==> src/rtl/fb_write_arbiter.sv <==
// Frame-buffer write-port controller: round-robin between the cam and gfx requesters,
// with an optional full-frame clear engine compiled in when FB_CLEAR_EN is defined.
//
// state | meaning
// IDLE  | arbitrate cam/gfx requesters onto the buffer write port
// CLEAR | write the latched colour to every pixel, one address per cycle
module fb_write_arbiter #(
   parameter int AW    = 15,
   parameter int DW    = 16,
   parameter int DEPTH = 19200
) (
   input  logic          clk,
   input  logic          reset_n,
   input  logic          cam_valid,
   output logic          cam_ready,
   input  logic [AW-1:0] cam_addr,
   input  logic [DW-1:0] cam_data,
   input  logic          gfx_valid,
   output logic          gfx_ready,
   input  logic [AW-1:0] gfx_addr,
   input  logic [DW-1:0] gfx_data,
   input  logic          clear_start,
   input  logic [DW-1:0] clear_color,
   output logic          clear_busy,
   output logic          clear_done,
   output logic          fb_we,
   output logic [AW-1:0] fb_wAddr,
   output logic [DW-1:0] fb_wData,
   output logic          oob_err
);

   localparam logic [AW-1:0] DEPTH_A = AW'(DEPTH);
   localparam logic [AW-1:0] LAST_A  = AW'(DEPTH - 1);
   localparam logic          GNT_CAM = 1'b0;
   localparam logic          GNT_GFX = 1'b1;

   logic          last_grant_q;
   logic          fb_we_q;
   logic [AW-1:0] fb_waddr_q;
   logic [DW-1:0] fb_wdata_q;
   logic          oob_err_q;

   logic          arb_en;
   logic          cam_win;
   logic          gfx_win;
   logic          xfer;
   logic [AW-1:0] xfer_addr;
   logic [DW-1:0] xfer_data;

   logic          fb_we_d;
   logic [AW-1:0] fb_waddr_d;
   logic [DW-1:0] fb_wdata_d;
   logic          oob_set;

`ifdef FB_CLEAR_EN
   typedef enum logic {ST_IDLE = 1'b0, ST_CLEAR = 1'b1} state_t;

   state_t        state_q;
   logic [AW-1:0] clr_cnt_q;
   logic [DW-1:0] clr_color_q;
   logic          clear_busy_q;
   logic          clear_done_q;

   // clear_start takes the port away from both requesters in the same cycle it arrives
   assign arb_en     = (state_q == ST_IDLE) & ~clear_start;
   assign clear_busy = clear_busy_q;
   assign clear_done = clear_done_q;

   always_ff @(posedge clk) begin
      if (!reset_n) begin
         state_q      <= ST_IDLE;
         clr_cnt_q    <= '0;
         clr_color_q  <= '0;
         clear_busy_q <= 1'b0;
         clear_done_q <= 1'b0;
      end else begin
         clear_done_q <= 1'b0;
         if (state_q == ST_IDLE) begin
            if (clear_start) begin
               state_q      <= ST_CLEAR;
               clr_cnt_q    <= '0;
               clr_color_q  <= clear_color;
               clear_busy_q <= 1'b1;
            end
         end else begin
            if (clr_cnt_q == LAST_A) begin
               state_q      <= ST_IDLE;
               clear_busy_q <= 1'b0;
               clear_done_q <= 1'b1;
            end else begin
               clr_cnt_q <= clr_cnt_q + AW'(1);
            end
         end
      end
   end
`else
   logic unused_clear;

   assign arb_en       = 1'b1;
   assign clear_busy   = 1'b0;
   assign clear_done   = 1'b0;
   assign unused_clear = ^{clear_start, clear_color};
`endif

   // On a tie the requester that did not win last time goes first
   assign cam_win   = cam_valid & (~gfx_valid | (last_grant_q == GNT_GFX));
   assign gfx_win   = gfx_valid & (~cam_valid | (last_grant_q == GNT_CAM));
   assign cam_ready = arb_en & cam_win;
   assign gfx_ready = arb_en & gfx_win;
   assign xfer      = cam_ready | gfx_ready;
   assign xfer_addr = cam_ready ? cam_addr : gfx_addr;
   assign xfer_data = cam_ready ? cam_data : gfx_data;

   always_comb begin
      fb_we_d    = xfer & (xfer_addr < DEPTH_A);
      oob_set    = xfer & (xfer_addr >= DEPTH_A);
      fb_waddr_d = xfer_addr;
      fb_wdata_d = xfer_data;
`ifdef FB_CLEAR_EN
      if (state_q == ST_CLEAR) begin
         fb_we_d    = 1'b1;
         fb_waddr_d = clr_cnt_q;
         fb_wdata_d = clr_color_q;
      end
`endif
   end

   always_ff @(posedge clk) begin
      if (!reset_n) begin
         last_grant_q <= GNT_GFX;
         fb_we_q      <= 1'b0;
         fb_waddr_q   <= '0;
         fb_wdata_q   <= '0;
         oob_err_q    <= 1'b0;
      end else begin
         fb_we_q <= fb_we_d;
         if (fb_we_d) begin
            fb_waddr_q <= fb_waddr_d;
            fb_wdata_q <= fb_wdata_d;
         end
         if (xfer) begin
            last_grant_q <= gfx_ready;
         end
         if (oob_set) begin
            oob_err_q <= 1'b1;
         end
      end
   end

   assign fb_we    = fb_we_q;
   assign fb_wAddr = fb_waddr_q;
   assign fb_wData = fb_wdata_q;
   assign oob_err  = oob_err_q;

endmodule

==> config.mk <==
export PLATFORM = sky130hd
export DESIGN_NAME = fb_write_arbiter
export DESIGN_NICKNAME = d
export VERILOG_FILES = /design/src/rtl/fb_write_arbiter.sv
export SDC_FILE = /design/constraint.sdc
export NUM_CORES = 1
export LEC_CHECK = 0
export ABC_AREA = 1
export BUFFER_PORTS_ARGS = -buffer_cell sky130_fd_sc_hd__buf_2
export CORE_MARGIN = 10
export CORE_UTILIZATION = 43
export CTS_BUF_LIST = sky130_fd_sc_hd__clkbuf_4 sky130_fd_sc_hd__clkbuf_8 sky130_fd_sc_hd__clkbuf_16
export DETAILED_ROUTE_END_ITERATION = 7
export PLACE_DENSITY = 0.8
export SYNTH_ARGS = -nofsm -noshare
export SYNTH_HDL_FRONTEND = slang
export SYNTH_SLANG_ARGS = --single-unit
==> constraint.sdc <==
create_clock -name clk -period 1.9 [get_ports clk]
set_input_delay 0.475 -clock clk [delete_from_list [all_inputs] [get_ports clk]]
set_output_delay 0.475 -clock clk [all_outputs]
set_load 0.02 [all_outputs]
After elaboration in Yosys (flattened, before gate mapping)
Cells that the tools add are included.
{ "classes": {"n_bitwise": 10, "magnitude_cmp": 2, "muxes": 2} }
{ "ops": {"columns": ["op", "n"], "rows": [
  ["two-way mux 16 bit", 1],
  ["greater-or-equal comparator 15 bit (second input constant)", 1],
  ["less-than comparator 15 bit (second input constant)", 1],
  ["two-way mux 15 bit", 1],
  ["bitwise AND 1 bit", 4],
  ["inverter 1 bit", 3],
  ["bitwise OR 1 bit", 3]
]} }
{ "word_totals": {"register_bits": 34, "in_bits": 83, "out_inout_bits": 37, "word_cells": 19} }

Logic depth before layout (Yosys ltp)
Gate-level depths: netlist of run 1.
{ "logic_depth": {"depth_word": 6, "mapped_depth": 14, "ltp_nobuf": 12} }

Least setup slack after synthesis of run 1
Ideal clock, no wire load.
{ "synth_path": {"path_kind": "input -> register", "startpoint": "input port cam_valid", "endpoint": "register fb_wdata_q[11] (netlist: fb_wData[11])", "cell_stages": 11, "t_required_ns": 1.787, "setup_time_ns": 0.113, "path_slack_ns": 0.143, "n_path_buf": 3, "t_arrival_ns": 1.644, "path_cell_list": "buf_6 -> nand2_4 -> nand3_1 -> nand2_1 -> inv_2 -> o21ai_2 -> nand3_4 -> buf_6 -> buf_8 -> nor2_1 -> nor2_1"} }
{ "synth_via": {"elab_chain_len": 5, "word_cells_on_any_way": 9, "classes_between": "order compare: 1; mux: 2; bitwise: 6"} }
{ "synth_lines": {"columns": ["element", "line_no", "text"], "rows": [
  ["from (decl)", "14", "input logic cam_valid,"],
  ["branches (longest 5 deep; another with less-than comparator 15 bit)", null, null],
  ["to (signal assigned)", "139", "fb_wdata_q <= fb_wdata_d;"],
  ["to (decl)", "40", "logic [DW-1:0] fb_wdata_q;"]
]} }
Several ways; the timed one is not identified.
A chain may end at the register's enable or synchronous reset.

Worst setup path in the final report of run 1
{ "layout_path": {"startpoint": "input port cam_valid", "endpoint": "output port cam_ready"} }
{ "layout_via": {"elab_chain_len": 1} }
{ "layout_lines": {"columns": ["element", "line_no", "text"], "rows": [
  ["bitwise AND 1 bit", "106", "assign cam_win = cam_valid & (~gfx_valid | (last_grant_q == GNT_GFX));"],
  ["to (decl)", "15", "output logic cam_ready,"]
]} }
No other way between the ends.

==> results of run 1 <==
## routing by layer
layer | vias to the layer above | share of wire
met4 | 0 | 0.0071
met3 | 6 | 0.14
met2 | 84 | 0.44
li1 | 1159 | -
met1 | 909 | 0.41
met5 | - | 0
## report_power, final
group | switching, uW | internal, uW
combinational | 450 | 280
sequential | 38.4 | 800
clock | 246 | 279
## Yosys cell counts, types with 2 or more instances
| library cell | n | area [um2] |
|---|---|---|
| buf_4 | 2 | 15.0 |
| nand2_1 | 149 | 559 |
| nand2_4 | 6 | 67.6 |
| inv_2 | 3 | 11.3 |
| nor2_2 | 7 | 43.8 |
| inv_1 | 41 | 154 |
| nand4_1 | 3 | 18.8 |
| o21ai_2 | 2 | 17.5 |
| dfxtp_1 | 34 | 681 |
| nand2_2 | 3 | 18.8 |
| nand3_1 | 7 | 35.0 |
| nor2_1 | 52 | 195 |
| clkbuf_1 | 7 | 26.3 |
| buf_2 | 5 | 25.0 |
| buf_6 | 3 | 33.8 |
## path summary, 6_finish.rpt
kind | cells past startpoint | slack (ns) | from | endpoint
worst min-delay path | 2 | 0.48 | fb_wAddr[14]$_SDFFE_PN0P_ | fb_wAddr[14]$_SDFFE_PN0P_
worst min register to register | 2 | 0.48 | fb_wAddr[14]$_SDFFE_PN0P_ | fb_wAddr[14]$_SDFFE_PN0P_
worst max register to register | 11 | 0.28 | last_grant_q$_SDFFE_PN1P_ | fb_wAddr[7]$_SDFFE_PN0P_
worst max-delay path | 5 | 0.12 | cam_valid | cam_ready
## state kept, by name (all words and copies together), names as in the netlist
name          count
fb_wAddr         15
fb_wData         16
fb_we             1
last_grant_q      1
oob_err           1
## cell type report
class / instances / area share
Clock buffer: 6 / 0.0313
Inverter: 44 / 0.0626
Multi-Input combinational cell: 238 / 0.391
Sequential cell: 34 / 0.258
Tap cell: 52 / 0.0247
Timing Repair Buffer: 110 / 0.232
## cell families after synthesis
family                 count (synthesis)  synth area share
other                                  1           0.00189
AOI/OAI and AO/OA                      5            0.0195
muxes                                  1           0.00503
and+or+nand+nor                      230             0.490
buffers and inverters                 62             0.141
DFF                                   34             0.342
## critical path, cell delays in order
cell and delay [ns]:
buf_2 0.22, nand2_4 0.11, nand2_4 0.11, buf_4 0.19, buf_2 0.19
## stage by stage
step	power [uW]	utilization	worst slack (ns)	hold slack [ns]	std cells
after global routing	2250	0.598	0.0440	0.513	484
after CTS	2140	0.598	0.119	0.477	484
final	2090	0.598	0.123	0.479	484
after detailed placement	1590	0.579	0.0412	0.461	478
after global placement	1570	0.579	0.0787	0.444	478
after floorplan	1340	-	0.143	0.525	334
==> results.py, run 1 <==
metrics = {
    "run_status": {
        "status": "finished, final reports clean",
    },
    "synth": {
        "avgSynthCellArea_um2": 5.97,
        "ys_types": 24,
        "synth.yosys.seq_area_share": 0.342,
        "yosys_warnings": 0,
        "synth-edff-count": 0,
        "synthArstFlopShare": 0,
        "syn_area_mm2": 0.00199,
        "ys.flop_type": "dfxtp_1",
        "synthesis.instances": 333,
        "ys_seq_elements": 34,
    },
    "layout": {
        "multi_input_area_mm2": 0.00103,
        "antennaDiodeCount": 0,
        "fillerInstances": 434,
        "nets": 516,
        "area_growth_pct": 32.7,
        "drive_above_1_share": 0.324,
        "seq_area_um2": 681,
        "most-common-layout-cells": "149 x nand2_1, 100 x buf_2, 52 x nor2_1, 41 x inv_1, 34 x dfxtp_1",
        "layout_commonest_cell": "nand2_1",
        "postLayoutCellArea_mm2": 0.00264,
    },
    "clocking": {
        "postCtsSetupBuffers": 0,
        "root_buffer": "clkbuf_8",
        "cts_buffers": 5,
        "cts_sinks": 34,
        "hold_buffers": 0,
        "insertion_delay_ns": 0.28,
        "clockBufferDepth": 2,
        "clk_transition_reported_paths_ns": 0.07,
        "cts_tree": "yes",
        "cts_resized": 0,
        "htree_levels": 2,
    },
    "worst_setup_path": {
        "critical_path_arrival_ns": 1.30,
        "crit_required_ns": 1.42,
        "cp-end-kind": "output pin",
        "start_kind": "primary input",
        "critical_path.max_fanout": 12,
        "path_class": "in -> out",
    },
    "global_routing": {
        "met2_usage": 0.247,
        "antenna_found_initial": 0,
        "grt_pass1_wl_um": 9470,
        "grt_usage": 0.149,
        "overflow": 0,
        "grt_max_degree": 34,
        "grt_busiest_layer": "met2",
        "met3_usage": 0.0836,
        "first_global_vias": 2146,
        "grt_use_met1": 0.161,
    },
    "job": {
        "max-cap-violations": 0,
    },
    "timing": {
        "fin_crit_ns": 1.78,
        "slew_headroom": 0.585,
        "slew_viol_final": 0,
        "rsz0062_at_grt": "false",
        "tightest_slew_ns": 0.623,
        "setup_tns_ns": 0,
        "finalHoldViolCount": 0,
        "min_period_over_period": 0.935,
        "skew_ns": 0.00714,
        "finalSetupViolCount": 0,
        "clock.fmax_ghz": 0.563,
    },
    "placed_design": {
        "hpwlAfterDp_um": 4480,
        "portBuffers": 100,
        "placed_area_mm2": 0.00255,
        "globalplace.congestion": 0.804,
    },
    "drt": {
        "routed_wl_um": 5650,
        "drcViolationCount": 0,
        "drtIter0Drc": 58,
        "final_antenna_net_count": 0,
        "wl_per_cell_um": 11.7,
        "vias_per_cell": 4.46,
        "first_pass_iters": 4,
        "vias": 2158,
    },
    "die": {
        "die_w_um": 88.0,
        "rows": 24,
        "core_mm2": 0.00441,
        "die_h_um": 88.0,
        "num_io_pins": 120,
        "start_util": 0.450,
        "die_area_mm2": 0.00774,
    },
    "min_path": {
        "hold_class": "reg -> reg",
    },
    "power_and_ir_drop": {
        "p_leak_uw": 0.00165,
        "cellPowerDensity_mw_per_mm2": 794,
        "ir_drop_uv": 338,
    },
}
Note: power is estimated with default switching activity, not from simulation.
==> inputs of run 2 (changes only) <==
--- a/config.mk
+++ b/config.mk
@@ -11,6 +11,7 @@
 export CORE_UTILIZATION = 43
 export CTS_BUF_LIST = sky130_fd_sc_hd__clkbuf_4 sky130_fd_sc_hd__clkbuf_8 sky130_fd_sc_hd__clkbuf_16
 export DETAILED_ROUTE_END_ITERATION = 7
+export HOLD_SLACK_MARGIN = 0.15
 export PLACE_DENSITY = 0.8
 export SYNTH_ARGS = -nofsm -noshare
 export SYNTH_HDL_FRONTEND = slang
==> constraint.sdc (replaced) <==
create_clock -name clk -period 2 [get_ports clk]
set_input_delay 0.5 -clock clk [delete_from_list [all_inputs] [get_ports clk]]
set_output_delay 0.5 -clock clk [all_outputs]
set_load 0.02 [all_outputs]
==> run 2 against run 1 <==
Register-to-register slack better by 0.04 ns. Via count is 2.3% lower. Clock-buffer cell count is 1 higher. Critical path depth stayed put. Wire length is 2.4% lower. Combinational power is 6.2% lower. Sequential power is 5.0% lower. Setup slack better by 0.050 ns. First-iteration DRC count is 1.7% higher. Global-route usage is 0.58 points lower. Cell area hardly changed. Critical path type unchanged. Critical endpoint unchanged.
==> results.py, run 2 (same netlist as run 1, synthesis figures left out) <==
metrics = {
    "run_status": {
        "status": "finished, final reports clean",
    },
    "timing": {
        "clock.fmax_ghz": 0.547,
        "setup_tns_ns": 0,
        "fin_crit_ns": 1.83,
        "slew_viol_final": 0,
        "tightest_slew_ns": 0.588,
        "slew_headroom": 0.608,
        "finalHoldViolCount": 0,
        "rsz0062_at_grt": "false",
        "min_period_over_period": 0.913,
        "skew_ns": 0.00342,
        "finalSetupViolCount": 0,
    },
    "worst_setup_path": {
        "startpoint": "cam_valid",
        "critical_path.max_fanout": 12,
        "cp_slowest_cell": "buf_2",
        "crit_required_ns": 1.50,
        "cp-end-kind": "output pin",
        "critPathCapture": "cam_ready",
        "path_class": "in -> out",
        "critical_path_arrival_ns": 1.33,
        "rr_endpoint": "fb_wData[10]$_SDFFE_PN0P_",
        "max_stage_delay_ns": 0.23,
        "crit_chain": "buf_2 -> nand2_4 -> nand2_4 -> buf_4 -> buf_2",
        "start_kind": "primary input",
        "r2r_cells": 10,
        "r2r-start": "last_grant_q$_SDFFE_PN1P_",
        "reg2reg_slack_ns": 0.32,
    },
    "drt": {
        "first_pass_iters": 5,
        "drcViolationCount": 0,
        "wl_per_cell_um": 11.4,
        "drtIter0Drc": 59,
        "routed_wl_um": 5520,
        "final_antenna_net_count": 0,
        "vias_per_cell": 4.36,
        "vias": 2109,
    },
    "clocking": {
        "cts_resized": 0,
        "hold_buffers": 0,
        "insertion_delay_ns": 0.28,
        "cts_buffers": 5,
        "cts_sinks": 34,
        "clk_transition_reported_paths_ns": 0.07,
        "postCtsSetupBuffers": 0,
        "clockBufferDepth": 2,
        "root_buffer": "clkbuf_8",
        "cts_tree": "yes",
        "htree_levels": 2,
    },
    "power_and_ir_drop": {
        "cellPowerDensity_mw_per_mm2": 766,
        "p_sw_uw": 703,
        "total_power_uw": 2020,
        "p_sw_frac": 0.349,
        "internal-power_uw": 1310,
        "p_seq_frac": 0.395,
        "clockPowerShare": 0.266,
        "ir_drop_uv": 429,
        "combPwrFrac": 0.339,
        "p_leak_uw": 0.00165,
    },
    "placed_design": {
        "portBuffers": 100,
        "globalplace.congestion": 0.795,
        "hpwlAfterDp_um": 4340,
    },
    "global_routing": {
        "antenna_found_initial": 0,
        "grt_pass1_wl_um": 9250,
        "first_global_vias": 2140,
        "grt_max_degree": 34,
        "overflow": 0,
        "grt_usage": 0.143,
    },
    "die": {
        "rows": 24,
        "num_io_pins": 120,
        "die_w_um": 88.0,
        "die_h_um": 88.0,
        "die_area_mm2": 0.00774,
        "core_mm2": 0.00441,
        "start_util": 0.450,
    },
    "job": {
        "max-cap-violations": 0,
    },
    "layout": {
        "antennaDiodeCount": 0,
        "layout_commonest_cell": "nand2_1",
        "seq_area_um2": 681,
        "nets": 514,
        "drive_above_1_share": 0.324,
        "most-common-layout-cells": "149 x nand2_1, 100 x buf_2, 52 x nor2_1, 41 x inv_1, 34 x dfxtp_1",
        "area_growth_pct": 32.5,
        "multi_input_area_mm2": 0.00103,
        "largest_reg_flops": 16,
        "fillerInstances": 429,
    },
    "min_path": {
        "hold_class": "reg -> reg",
    },
}
-- run 2: cell count changes in the layout (fill, tap and decap cells not counted), sizes merged --
cell    previous run  this run
buf              110       108
clkbuf             6         7
clkinv             0         1
-- run 2: metal layers --
metal	up-vias	global-route usage	part of all wire
met2	79	0.235	0.44
met5	-	0	0
met4	0	0.0362	0.0065
met3	5	0.0631	0.12
met1	866	0.165	0.43
li1	1159	-	-
-- run 2: power groups by stage --
stage          sequential, uW  combinational (uW)  clock, uW
3_5_place_dp              811                 694          0
3_3_place_gp              807                 684          0
6_report                  797                 685        536
4_1_cts                   796                 697        566
5_1_grt                   805                 780        580
2_1_floorplan             914                 361          0
-- run 2: how the worst min path moves through the flow --
| stage | from | end | slack, ns | depth (start not counted) |
|---|---|---|---|---|
| 2_1_floorplan | last_grant_q$_SDFFE_PN1P_ | last_grant_q$_SDFFE_PN1P_ | 0.53 | 2 |
| 5_1_grt | fb_wAddr[14]$_SDFFE_PN0P_ | fb_wAddr[14]$_SDFFE_PN0P_ | 0.50 | 2 |
| 6_report | fb_wAddr[14]$_SDFFE_PN0P_ | fb_wAddr[14]$_SDFFE_PN0P_ | 0.47 | 2 |
| 3_5_place_dp | fb_wAddr[14]$_SDFFE_PN0P_ | fb_wAddr[14]$_SDFFE_PN0P_ | 0.45 | 2 |
| 4_1_cts | fb_wAddr[14]$_SDFFE_PN0P_ | fb_wAddr[14]$_SDFFE_PN0P_ | 0.46 | 2 |
| 3_3_place_gp | fb_wAddr[14]$_SDFFE_PN0P_ | fb_wAddr[14]$_SDFFE_PN0P_ | 0.44 | 2 |
-- run 2: final cells by class --
| class | count | share of cell area |
|---|---|---|
| Timing Repair Buffer | 108 | 0.227 |
| Inverter | 44 | 0.0627 |
| Multi-Input combinational cell | 238 | 0.391 |
| Sequential cell | 34 | 0.258 |
| Tap cell | 52 | 0.0247 |
| Clock buffer | 7 | 0.0342 |
| Clock inverter | 1 | 0.00190 |
-- run 2: metrics by stage --
| stage | setup WS [ns] | hold WS, ns | std cells | util | cell area (um2) |
|---|---|---|---|---|---|
| after floorplan | 0.218 | 0.525 | 334 | - | 1990 |
| after global placement | 0.133 | 0.444 | 476 | 0.575 | 2540 |
| after detailed placement | 0.0827 | 0.450 | 476 | 0.575 | 2540 |
| after CTS | 0.164 | 0.465 | 484 | 0.597 | 2640 |
| after global routing | 0.108 | 0.496 | 484 | 0.597 | 2640 |
| final | 0.173 | 0.467 | 484 | 0.597 | 2640 |
-- run 2: worst max-delay path, delay by kind of cell --
kind	cells	cell delay, ns
buffers and inverters	3	0.62
and+or+nand+nor	2	0.21
